File: config.mk
export PLATFORM = sky130hd
export DESIGN_NAME = multiplier_pipelined_param
export DESIGN_NICKNAME = d
export VERILOG_FILES = /design/src/rtl/multiplier_pipelined_param.sv
export SDC_FILE = /design/constraint.sdc
export NUM_CORES = 1
export LEC_CHECK = 0
export CAP_MARGIN = 30
export CORE_ASPECT_RATIO = 0.9
export CORE_MARGIN = 5
export CORE_UTILIZATION = 55
export CTS_BUF_LIST = sky130_fd_sc_hd__clkbuf_2
export DETAILED_ROUTE_END_ITERATION = 6
export PLACE_DENSITY = 0.78
export SLEW_MARGIN = 40
export SYNTH_ARGS = -nofsm -noshare
export SYNTH_HDL_FRONTEND = slang
export SYNTH_SLANG_ARGS = --single-unit
File: constraint.sdc
create_clock -name clk -period 2.9 [get_ports clk]
set_input_delay 0.58 -clock clk [delete_from_list [all_inputs] [get_ports clk]]
set_output_delay 0.58 -clock clk [all_outputs]
set_load 0.01 [all_outputs]
File: src/rtl/multiplier_pipelined_param.sv
// Pipelined WIDTH x WIDTH array multiplier, ROWS_PER_STAGE partial-product rows per stage, LATENCY = STAGES+1.
// Back-pressure: out_valid & ~out_ready freezes the whole pipe; optional signed mode under `MULT_SIGNED_EN.
module multiplier_pipelined_param #(
    parameter int WIDTH          = 8,
    parameter int ROWS_PER_STAGE = 2,
    localparam int STAGES        = WIDTH / ROWS_PER_STAGE,
    localparam int LATENCY       = STAGES + 1,
    localparam int CNT_W         = $clog2(LATENCY + 1)
) (
    input  logic                 clk,
    input  logic                 rst,
    input  logic                 in_valid,
    output logic                 in_ready,
    input  logic [WIDTH-1:0]     a,
    input  logic [WIDTH-1:0]     b,
`ifdef MULT_SIGNED_EN
    input  logic                 signed_mode,
`endif
    output logic                 out_valid,
    input  logic                 out_ready,
    output logic [2*WIDTH-1:0]   y,
    output logic [CNT_W-1:0]     inflight
);

    localparam int PW = 2 * WIDTH;

    logic [WIDTH-1:0]  a_q [STAGES];
    logic [WIDTH-1:0]  b_q [STAGES];
    logic [STAGES-1:0] sm_q;
    logic [STAGES:0]   v_q;
    logic [CNT_W-1:0]  inflight_q, inflight_d;
    logic              stall, accept, deliver, sm_in;

`ifdef MULT_SIGNED_EN
    assign sm_in = signed_mode;
`else
    assign sm_in = 1'b0;
`endif

    assign stall     = v_q[STAGES] & ~out_ready;
    assign in_ready  = ~stall;
    assign accept    = in_valid & in_ready;
    assign deliver   = v_q[STAGES] & out_ready;
    assign out_valid = v_q[STAGES];
    assign inflight  = inflight_q;

    // Stage k adds rows [(k-1)*RPS, k*RPS) to the running sum from stage k-1.
    for (genvar k = 1; k <= STAGES; k++) begin : g_stage
        logic [PW-1:0] acc_in;
        logic [PW-1:0] acc_d;
        logic [PW-1:0] acc_q;

        if (k == 1) begin : g_first
            assign acc_in = '0;
        end else begin : g_rest
            assign acc_in = g_stage[k-1].acc_q;
        end

        always_comb begin
            logic [PW-1:0] bx;
            logic [PW-1:0] sum;
            logic [PW-1:0] term;
            int            r;
            bx  = sm_q[k-1] ? {{WIDTH{b_q[k-1][WIDTH-1]}}, b_q[k-1]}
                            : {{WIDTH{1'b0}}, b_q[k-1]};
            sum = acc_in;
            for (int j = 0; j < ROWS_PER_STAGE; j++) begin
                r    = (k - 1) * ROWS_PER_STAGE + j;
                term = a_q[k-1][r] ? (bx << r) : '0;
                // Two's-complement: the MSB row of a carries negative weight.
                if (sm_q[k-1] && (r == WIDTH - 1)) begin
                    sum = sum - term;
                end else begin
                    sum = sum + term;
                end
            end
            acc_d = sum;
        end

        always_ff @(posedge clk) begin
            if (rst) begin
                acc_q <= '0;
            end else if (!stall) begin
                acc_q <= acc_d;
            end
        end
    end

    assign y = g_stage[STAGES].acc_q;

    always_comb begin
        inflight_d = inflight_q;
        if (accept && !deliver) begin
            inflight_d = inflight_q + CNT_W'(1);
        end else if (deliver && !accept) begin
            inflight_d = inflight_q - CNT_W'(1);
        end
    end

    always_ff @(posedge clk) begin
        if (rst) begin
            v_q        <= '0;
            sm_q       <= '0;
            inflight_q <= '0;
            for (int i = 0; i < STAGES; i++) begin
                a_q[i] <= '0;
                b_q[i] <= '0;
            end
        end else begin
            if (!stall) begin
                v_q     <= {v_q[STAGES-1:0], accept};
                a_q[0]  <= a;
                b_q[0]  <= b;
                sm_q[0] <= sm_in;
                for (int i = 1; i < STAGES; i++) begin
                    a_q[i]  <= a_q[i-1];
                    b_q[i]  <= b_q[i-1];
                    sm_q[i] <= sm_q[i-1];
                end
            end
            inflight_q <= inflight_d;
        end
    end

endmodule

==> metrics.txt, run 1 <==
total number of vias 4,658; first-pass GRT wire length 21,800 µm; Worst Path Max Fanout 8; Sinks on Clock Net 112; Synth area leaders edfxtp_1 (25%), dfxtp_1 (19%), fa_1 (8.2%); sw frac 0.250; Static Leak 3.16 nW; DR vias/cell 5.67; relative slew slack 0.611; hold path startpoint rst; Async SR Flop Fraction 0; gr usage total 0.195; TritonCTS clock tree yes; Final Net Count 741; Initial Util 0.559; r2r setup slk 0.16 ns; DRT met1 WL 5590 µm; Psw 0.672 mW; crit-path cells nand2_1 -> fa_1 -> inv_1 -> ha_1 -> fa_1 -> a211o_1 -> a211oi_2 -> o311a_1 -> a211oi_1; WHS 0.448 ns; die area 13,800 µm²; Yosys cell types 52; data required time of the worst path 3.42 ns; clk root buf clkbuf_2; io pins 41; Comb power frac 0.078; Pwr per Cell Area 384 nW/µm²; buffers added on ports 40; CP startpoint a_q[2][5]; Routed WL 13,000 µm; synth cell count leaders nand2_1 (74), dfxtp_1 (60), and2_1 (56), and3_1 (54), edfxtp_1 (52); cts hold-fix bufs 0; Yosys top cell area share 0.246; mean post-synth cell area 9.98 µm²; skew final 0.0247 ns; FF+latch count, synth 112; total core area 11,300 µm²; row cnt 37; Cells after Synth 635; RSZ-0062 raised after global routing false; Clock power frac 0.275; Least-Margin Pin Slew 0.569 ns; Crit path top cell by count fa_1; worst flop-to-flop path startpoint a_q[2][5]; Crit-path slowest cell fa_1; R2R depth 9; diode count 0; Cells on Worst Hold Path 4; Slew Viols, Final 0; Max stage delay on crit path 0.51 ns; Int Power 2.02 mW; H-tree levels 3; Critical Path Sink Type register; Worst setup SP type register; sequential-to-total area share from yosys stat 0.436; Finished Cell Area 7000 µm²; Reg-to-Reg End g_stage[3].acc_q[13]; Max Root-Sink Buffers 2; HP Class in2reg; wire length on met2 6660 µm; status finished, final reports clean; initial antenna violation count 0; CTS buffer count 9; Seq pwr share 0.647; Chip Width 123 µm; period utilization 0.945; worst skew pair latency 0.60 ns; Hold Path End y[13]; area growth from synthesis to layout 10.5%; Antenna Nets Post-Route 0; vias in the first global route 4,733; syn_nets 715; Crit Path Class reg2reg; final hold violations 0; routed wl met3 557 µm; Post-synth EDFFs 52; GPL Wtd Cong 0.928; 1st-pass router iterations 4; drt first-iter violations 267; arrival time at the worst endpoint 3.26 ns; DRC 0; Finish-stage setup viols 0; worst vdd ir 0.313 mV; placed instance area 6870 µm²; Yosys top cell by area edfxtp_1; cell with the most instances after synthesis nand2_1; routed len/inst 15.8 µm; grt ovf 0; max-cap viol count 0; DR top layer met4; largest net degree at the start of global routing 101; YS warnings 0; Max Clk Rate 0.365 GHz; Post-DP HPWL 9240 µm; Reg clk slew, reported paths 0.29 ns; minimum clock period 2.74 ns; setup TNS 0 ns; die height 112 µm; ys flop type dfxtp_1; share of cells above drive strength 1 0.0616; Syn Std Cell Area 6340 µm²
cell type report:
class / count / area (µm²)
tap: 156 / 195
clock inverter: 7 / 75.1
multi-input combinational: 463 / 3330
timing repair buffer: 50 / 495
inverter: 25 / 93.8
fill: 944 / 4340
sequential: 112 / 2760
clock buffer: 9 / 45.0
worst max-delay path: cells and delay by family, from the launching register on:
family | cells | cell delay [ns]
fa+ha+maj | 3 | 1.16
flops | 1 | 0.50
compound gates | 4 | 0.84
buf+inv | 1 | 0.04
simple gates | 1 | 0.11
registers in the layout (all words and copies together) (netlist names):
name,cells
y,16
b_q,32
v_q,5
inflight,3
a_q,20
g_stage.acc_q,36
how the worst max path moves through the flow:
stage	endpoint	slack (ns)	depth (start not counted)
finish	g_stage[3].acc_q[13]	0.16	9
global route	g_stage[3].acc_q[11]	0.006	9
CTS	g_stage[3].acc_q[13]	0.07	9
detailed placement	g_stage[3].acc_q[13]	0.1	9
global placement	g_stage[3].acc_q[13]	0.21	9
floorplan	a_q[0][0]	0.11	5
through the flow:
stage | power (mW) | setup slack [ns] | utilization | instances
global placement | 1.97 | 0.210 | 0.606 | 805
global route | 2.81 | 0.00572 | 0.617 | 822
detailed placement | 1.98 | 0.0978 | 0.606 | 805
finish | 2.69 | 0.159 | 0.617 | 822
floorplan | 1.89 | 0.109 | - | 635
CTS | 2.71 | 0.0725 | 0.616 | 821
routing by layer:
layer  global-route usage  vias to the layer above
li1                     -                     2322
met1                0.234                     2217
met2                0.348                      103
met3               0.0411                       16
met4               0.0620                        0
met5                    0                        -
layout by cell type (no fill, tap or decap), drive strengths merged, types with 3 or more instances in the layout:
| cell | synthesis | layout |
|---|---|---|
| nand2 | 74 | 74 |
| dfxtp | 60 | 60 |
| and2 | 56 | 56 |
| and3 | 54 | 54 |
| edfxtp | 52 | 52 |
| a21oi | 44 | 44 |
| clkdlybuf4s50 | 0 | 39 |
| ha | 34 | 34 |
| inv | 25 | 29 |
| fa | 26 | 26 |
| nor2 | 19 | 19 |
| nand3 | 18 | 18 |
| a211oi | 15 | 15 |
| a211o | 13 | 13 |
| nor3 | 12 | 12 |
| o21ai | 11 | 11 |
| buf | 8 | 11 |
| clkbuf | 27 | 9 |
| o211ai | 8 | 8 |
| a21o | 8 | 8 |
| o21a | 8 | 8 |
| nor4b | 7 | 7 |
| a31oi | 7 | 7 |
| nand3b | 7 | 7 |
| or3 | 5 | 5 |
| nor2b | 5 | 5 |
| o2111ai | 4 | 4 |
| or2 | 4 | 4 |
| o31a | 3 | 3 |
logic make-up after synthesis:
family	after synthesis	synth area share
DFF	112	0.436
muxes	4	0.00671
adders and majority gates	60	0.149
and+or+nand+nor	266	0.225
AOI/OAI and AO/OA	129	0.137
xor gates and xnor gates	4	0.00553
buffers and inverters	60	0.0401
timing repair:
item	CTS	global route
endpoints found under the setup margin	0	2
endpoints found under the hold margin	0	0
gates resized for setup	0	1
buffers inserted	0	1
power by group through the flow:
| stage | combinational (mW) | clock [mW] | sequential [mW] |
|---|---|---|---|
| 3_5_place_dp | 0.208 | 0 | 1.77 |
| 2_1_floorplan | 0.132 | 0 | 1.76 |
| 4_1_cts | 0.210 | 0.762 | 1.74 |
| 3_3_place_gp | 0.203 | 0 | 1.77 |
| 6_report | 0.211 | 0.738 | 1.74 |
| 5_1_grt | 0.236 | 0.826 | 1.75 |
Note: power is estimated with default switching activity, not from simulation.
==> inputs of run 2 (changes only) <==
Settings changed: ABC_AREA from default to 1.
==> run 2 against run 1 <==
Effect of this change:
- clock skew rose by 0.0080 ns
- clock power increased by 23%
- synthesized cell count up 23%
- die area down 0.33%
- sequential power about the same
- via count is 0.60% higher
- sequential cell count unchanged
- core utilization shrank 0.055 points
- register-to-register slack gained 0.26 ns
- largest power group unchanged
- final cell count is 19% higher
- hold slack gained 0.017 ns
- total power increased by 5.8%
==> metrics.txt, run 2 <==
status finished, final reports clean; final instance count without filler cells 976 (+19%); Yosys top cell by area edfxtp_1; Static Leak 3.78 nW (+20%); grt ovf 0 (unchanged); Cells on Worst Hold Path 1 (-3); vias in the first global route 4,865 (+2.8%); H-tree levels 3 (unchanged); largest net degree at the start of global routing 38 (-62%); setup TNS 0 ns (unchanged); Antenna Nets Post-Route 0 (unchanged); clk root buf clkbuf_2; Comb power frac 0.067 (-0.011); cell with the most instances after synthesis nand2_1; XOR/XNOR Fraction of Synth Area 0.00277 (-0.00275); final hold violations 0 (unchanged); period utilization 0.857 (-0.0886); cts hold-fix bufs 0 (unchanged); Post-synth EDFFs 52 (unchanged); Max Clk Rate 0.403 GHz (+10%); mux cell area share after synthesis 0 (-0.00671); share of cells above drive strength 1 0.0402 (-0.0213); Syn Std Cell Area 6320 µm² (-0.36%); Resize count post-CTS 0 (unchanged); Async SR Flop Fraction 0 (unchanged); RSZ-0062 raised after global routing false; arrival time at the worst endpoint 3.05 ns (-0.21 ns); Worst Path Max Fanout 8 (unchanged); Cells after Synth 783 (+23%); mean post-synth cell area 8.07 µm² (-19%); die height 112 µm (-0.17%); syn_nets 863 (+21%); area growth from synthesis to layout 10.8%; Final Net Count 895 (+21%); WHS 0.465 ns (+0.0174 ns); most frequent cells in the layout nand2_1 (208), inv_1 (175), nor2_1 (72), dfxtp_1 (60), edfxtp_1 (52); Post-CTS Setup Bufs 0 (unchanged); ys flop type dfxtp_1; worst skew pair latency 0.60 ns (about the same); Chip Width 123 µm (-0.16%); Max Root-Sink Buffers 2 (unchanged); Worst setup SP type register; first-pass GRT wire length 20,100 µm (-7.8%); Int Power 2.17 mW (+7.9%); data required time of the worst path 3.47 ns (+0.05 ns); Seq. cell area 2760 µm² (unchanged); R2R depth 13 (+4); max reg flops 36 (unchanged); Seq pwr share 0.613 (-0.034); placed instance area 6830 µm² (-0.64%); Sinks on Clock Net 112 (unchanged); Initial Util 0.557 (-0.00199); Psw 0.671 mW (-0.27%); YS warnings 0 (unchanged); initial antenna violation count 0 (unchanged); io pins 41 (unchanged); routed len/inst 11.5 µm (-27%); Synth area leaders edfxtp_1 (25%), dfxtp_1 (19%), nand2_1 (12%); Reg clk slew, reported paths 0.30 ns (about the same); sw frac 0.236 (-0.0144); Finish-stage setup viols 0 (unchanged); minimum clock period 2.48 ns (-0.257 ns); total number of vias 4,686 (+0.60%); sequential-to-total area share from yosys stat 0.437 (+0.00155); largest family of logic cells by synthesized area simple AND/OR/NAND/NOR gates; Synth Area in Compound Gates 0.0571 (-0.0801); Least-Margin Pin Slew 0.613 ns (+0.0435 ns); DRC 0 (unchanged); Crit Path Class reg2reg; Reg with most FFs g_stage.acc_q; CTS buffer count 9 (unchanged); die area 13,700 µm² (-0.33%); Regs by FF count g_stage.acc_q x36, b_q x32, a_q x20; Yosys cell types 31 (-40%); FF+latch count, synth 112 (unchanged); diode count 0 (unchanged); Yosys top cell area share 0.247 (+0.000878); drt first-iter violations 189 (-29%); max-cap viol count 0 (unchanged); skew final 0.0327 ns (+0.00798 ns); gr usage total 0.178 (-0.0173); synth cell count leaders nand2_1 (208), inv_1 (176), nor2_1 (72), dfxtp_1 (60), edfxtp_1 (52); TritonCTS clock tree yes; buffers added on ports 40 (unchanged); Synth Area in Simple Gates 0.223 (-0.00237); Finished Cell Area 7000 µm² (about the same); Clock power frac 0.320 (+0.045); 1st-pass router iterations 5 (+1); Post-Synth Adder-Cell Area 0.150 (+0.000532); HP Class reg2reg; Design Power 2.85 mW (+5.8%); Critical Path Sink Type register; fillers 1,000 (+5.9%); total core area 11,300 µm² (unchanged); DR vias/cell 4.80 (-15%); DP Cell Count 960 (+19%); multi-input logic area 2730 µm² (-18%); Slew Viols, Final 0 (unchanged); row cnt 37 (unchanged); commonest non-fill, non-tap cell in the layout nand2_1; relative slew slack 0.591 (-0.0198); Routed WL 11,200 µm (-13%); GPL Wtd Cong 0.840 (-9.5%); Post-DP HPWL 8430 µm (-8.8%); worst vdd ir 0.306 mV (-2.2%); Pwr per Cell Area 407 nW/µm² (+5.9%)
## run 2: cell types whose count changed in the layout (fill, tap and decap cells not counted), sizes merged, moves of 17 or more
cell	delta
inv	+151
nand2	+136
nor2	+54
and2	-53
and3	-53
a21oi	-23
o21ai	+18
nand3	+17
## run 2: routing by layer
metal	track usage	up-vias	part of all wire
met4	0.0664	0	0.013
met2	0.333	69	0.54
met1	0.194	2157	0.42
met5	0	-	0
met3	0.0376	15	0.027
li1	-	2445	-
## run 2: kinds of logic after synthesis
logic type	after synthesis
AND/OR/NAND/NOR	341
buffers and inverters	202
flip-flops	112
AO/OA/AOI/OAI	66
adder cells (fa/ha/maj)	60
XOR/XNOR	2
## run 2: path summary, 6_finish.rpt
kind	start	endpoint	slack (ns)
worst min register to register	inflight[2]	inflight[2]	0.47
worst min-delay path	inflight[2]	inflight[2]	0.47
worst max register to register	a_q[3][7]	y[11]	0.42
worst max-delay path	a_q[3][7]	y[11]	0.42
## run 2: layout make-up
cell class / count / area share
flip-flops and latches: 112 / 0.395
multi-input cells: 469 / 0.391
inverters: 177 / 0.0950
repair buffers: 46 / 0.0673
well taps: 156 / 0.0279
clock inverters: 7 / 0.0179
clock buffers: 9 / 0.00644
## run 2: through the flow
| stage | worst slack (ns) | util |
|---|---|---|
| floorplan | 0.586 | - |
| global placement | 0.544 | 0.602 |
| detailed placement | 0.449 | 0.602 |
| CTS | 0.404 | 0.617 |
| global route | 0.170 | 0.617 |
| finish | 0.416 | 0.617 |
## run 2: power groups by stage
stage	registers [mW]	clock network [mW]	logic, mW
after floorplan	1.76	0	0.135
after CTS	1.74	0.947	0.192
after detailed placement	1.78	0	0.191
final	1.74	0.911	0.191
after global placement	1.77	0	0.183
after global routing	1.75	1.01	0.217
## run 2: critical path: stages, from the launching register on
cell      delay [ns]
edfxtp_1        0.58
nand2_1         0.12
fa_1            0.45
inv_1           0.06
ha_1            0.15
inv_1           0.06
fa_1            0.41
inv_1           0.07
nand2_1         0.04
nand2_1         0.09
and2_4          0.15
or2_0           0.11
nand3_1         0.07
nand2_1         0.08
==> inputs of run 3 (changes only) <==
Settings changed: CTS_CLUSTER_DIAMETER from default to 80.
==> results of run 3 <==
Final layout, timing and power as in run 2 (identical DEF).
==> RTL change, RTL diff (config.mk and constraints of run 3) <==
The parameter `WIDTH` goes from 8 to 4.
--- a/src/rtl/multiplier_pipelined_param.sv
+++ b/src/rtl/multiplier_pipelined_param.sv
@@ -3,3 +3,3 @@
 module multiplier_pipelined_param #(
-    parameter int WIDTH          = 8,
+    parameter int WIDTH          = 4,
     parameter int ROWS_PER_STAGE = 2,
Interface: changed (resized a, b, inflight and y); port bits go from 41 to 24. The function was not compared with the original's and may differ.
==> RTL change against run 3 <==
Global-route usage fell by 3.1 points. Synthesized area shrank 73%. Setup slack gained 87 ps. Sequential cell count down 79. Largest power group unchanged. Clock power down 77%. Routed wire length decreased by 75%. Critical path depth fell by 9. Cell area decreased by 72%. Critical endpoint is now in_ready. Power decreased by 71%.
==> RTL change: results (changes against run 3) <==
Outcome
  – Status: complete, no violations (unchanged)

Place
  – Cell area after placement: 0.00195 mm^2 (was 0.00683 mm^2)
  – RePlAce Congestion: 0.736 (was 0.840)
  – DP HPWL: 2.11 mm (was 8.43 mm)

Yosys
  – Top post-synthesis cells by count: inv_1, nand2_1, dfxtp_1 (was nand2_1, inv_1, nor2_1)
  – Count of cell types in the netlist: 22 (was 31)
  – Sequential fraction of the synthesis area: 0.472 (was 0.437)
  – Syn_nets: 224 (was 863)

Worst setup path
  – CP delay by family, top: buffers and inverters (was adder cells)
  – CP max-delay cell: clkdlybuf4s50_1 (was edfxtp_1)
  – WP data arrival: 1820 ps (was 3050 ps)
  – CP Launch Point: out_ready (was a_q[3][7])
  – CP max FO: 5 (was 8)

Clock network
  – Reg clk slew, reported paths: 170 ps (was 300 ps)
  – Clk_lat worst skew: 380 ps (was 600 ps)

Min path
  – Worst hold path startpoint: y[7] (was inflight[2])

STA
  – Worst Skew: 17.2 ps (was 32.7 ps)
  – Slew HR: 0.753 (was 0.591)

GRT
  – Gr usage total: 0.147 (was 0.178)
  – Vias in the first global route: 1,087 (was 4,865)
  – Global-route wire length before repair: 4.66 mm (was 20.1 mm)
  – Largest net degree at the start of global routing: 22 (was 38)

Drt
  – DRT Pass-1 Iters: 4 (was 5)
  – Starting DRT DRC Count: 31 (was 189)

Power
  – Peak VDD IR: 0.292 mV (was 0.306 mV)
-- RTL change: path summary, 6_finish.rpt --
check	endpoint	slack [ps]	depth (start not counted)
max	in_ready	500	4
min	y[7]	460	2
max reg2reg	y[7]	850	9
min reg2reg	y[7]	460	2
-- RTL change: worst register-to-register path, delay by kind of cell, from the launching register on --
kind | cells | cell delay, ps
adders and majority gates | 3 | 990
and+or+nand+nor | 3 | 240
AOI/OAI and AO/OA | 1 | 200
buffers and inverters | 2 | 120
DFF | 1 | 470
-- RTL change: layer usage --
layer / vias up / wire (um) / part of all wire / GRT usage
li1: 658 / - / - / -
met1: 509 / 1290 / 0.47 / 0.180
met2: 21 / 1280 / 0.46 / 0.226
met3: 7 / 139 / 0.050 / 0.0486
met4: 0 / 61 / 0.022 / 0.0744
met5: - / 0 / 0 / 0
-- RTL change: area by class of cell --
cell class | count | area (um^2)
Inverter | 50 | 188
Timing Repair Buffer | 23 | 230
Multi-Input combinational cell | 112 | 679
Sequential cell | 33 | 801
Clock inverter | 3 | 12.5
Fill cell | 272 | 1030
Clock buffer | 5 | 25.0
Tap cell | 42 | 52.6
-- RTL change: per-stage QoR --
step                      utilization  setup slack (ps)  std cells
final                           0.659               503        268
after detailed placement        0.646               501        260
after floorplan                     -              1000        198
after global routing            0.659               450        268
after global placement          0.646               540        260
after CTS                       0.659               500        268
-- RTL change: where the power goes --
| group | leakage, nW | switching (mW) | internal [mW] |
|---|---|---|---|
| Clock | 0.0278 | 0.153 | 0.0527 |
| Combinational | 0.641 | 0.0488 | 0.0452 |
| Sequential | 0.319 | 0.0146 | 0.507 |
| Total | 0.987 | 0.216 | 0.605 |
-- RTL change: kinds of logic (layout without fill, tap and decap cells) --
family | after synthesis | count (layout) | synth area share
flip-flops | 33 | 33 | 0.472
adder cells (fa/ha/maj) | 14 | 14 | 0.125
AO/OA/AOI/OAI | 18 | 18 | 0.0678
XOR/XNOR | 2 | 2 | 0.0103
buffers and inverters | 53 | 81 | 0.128
AND/OR/NAND/NOR | 78 | 78 | 0.197
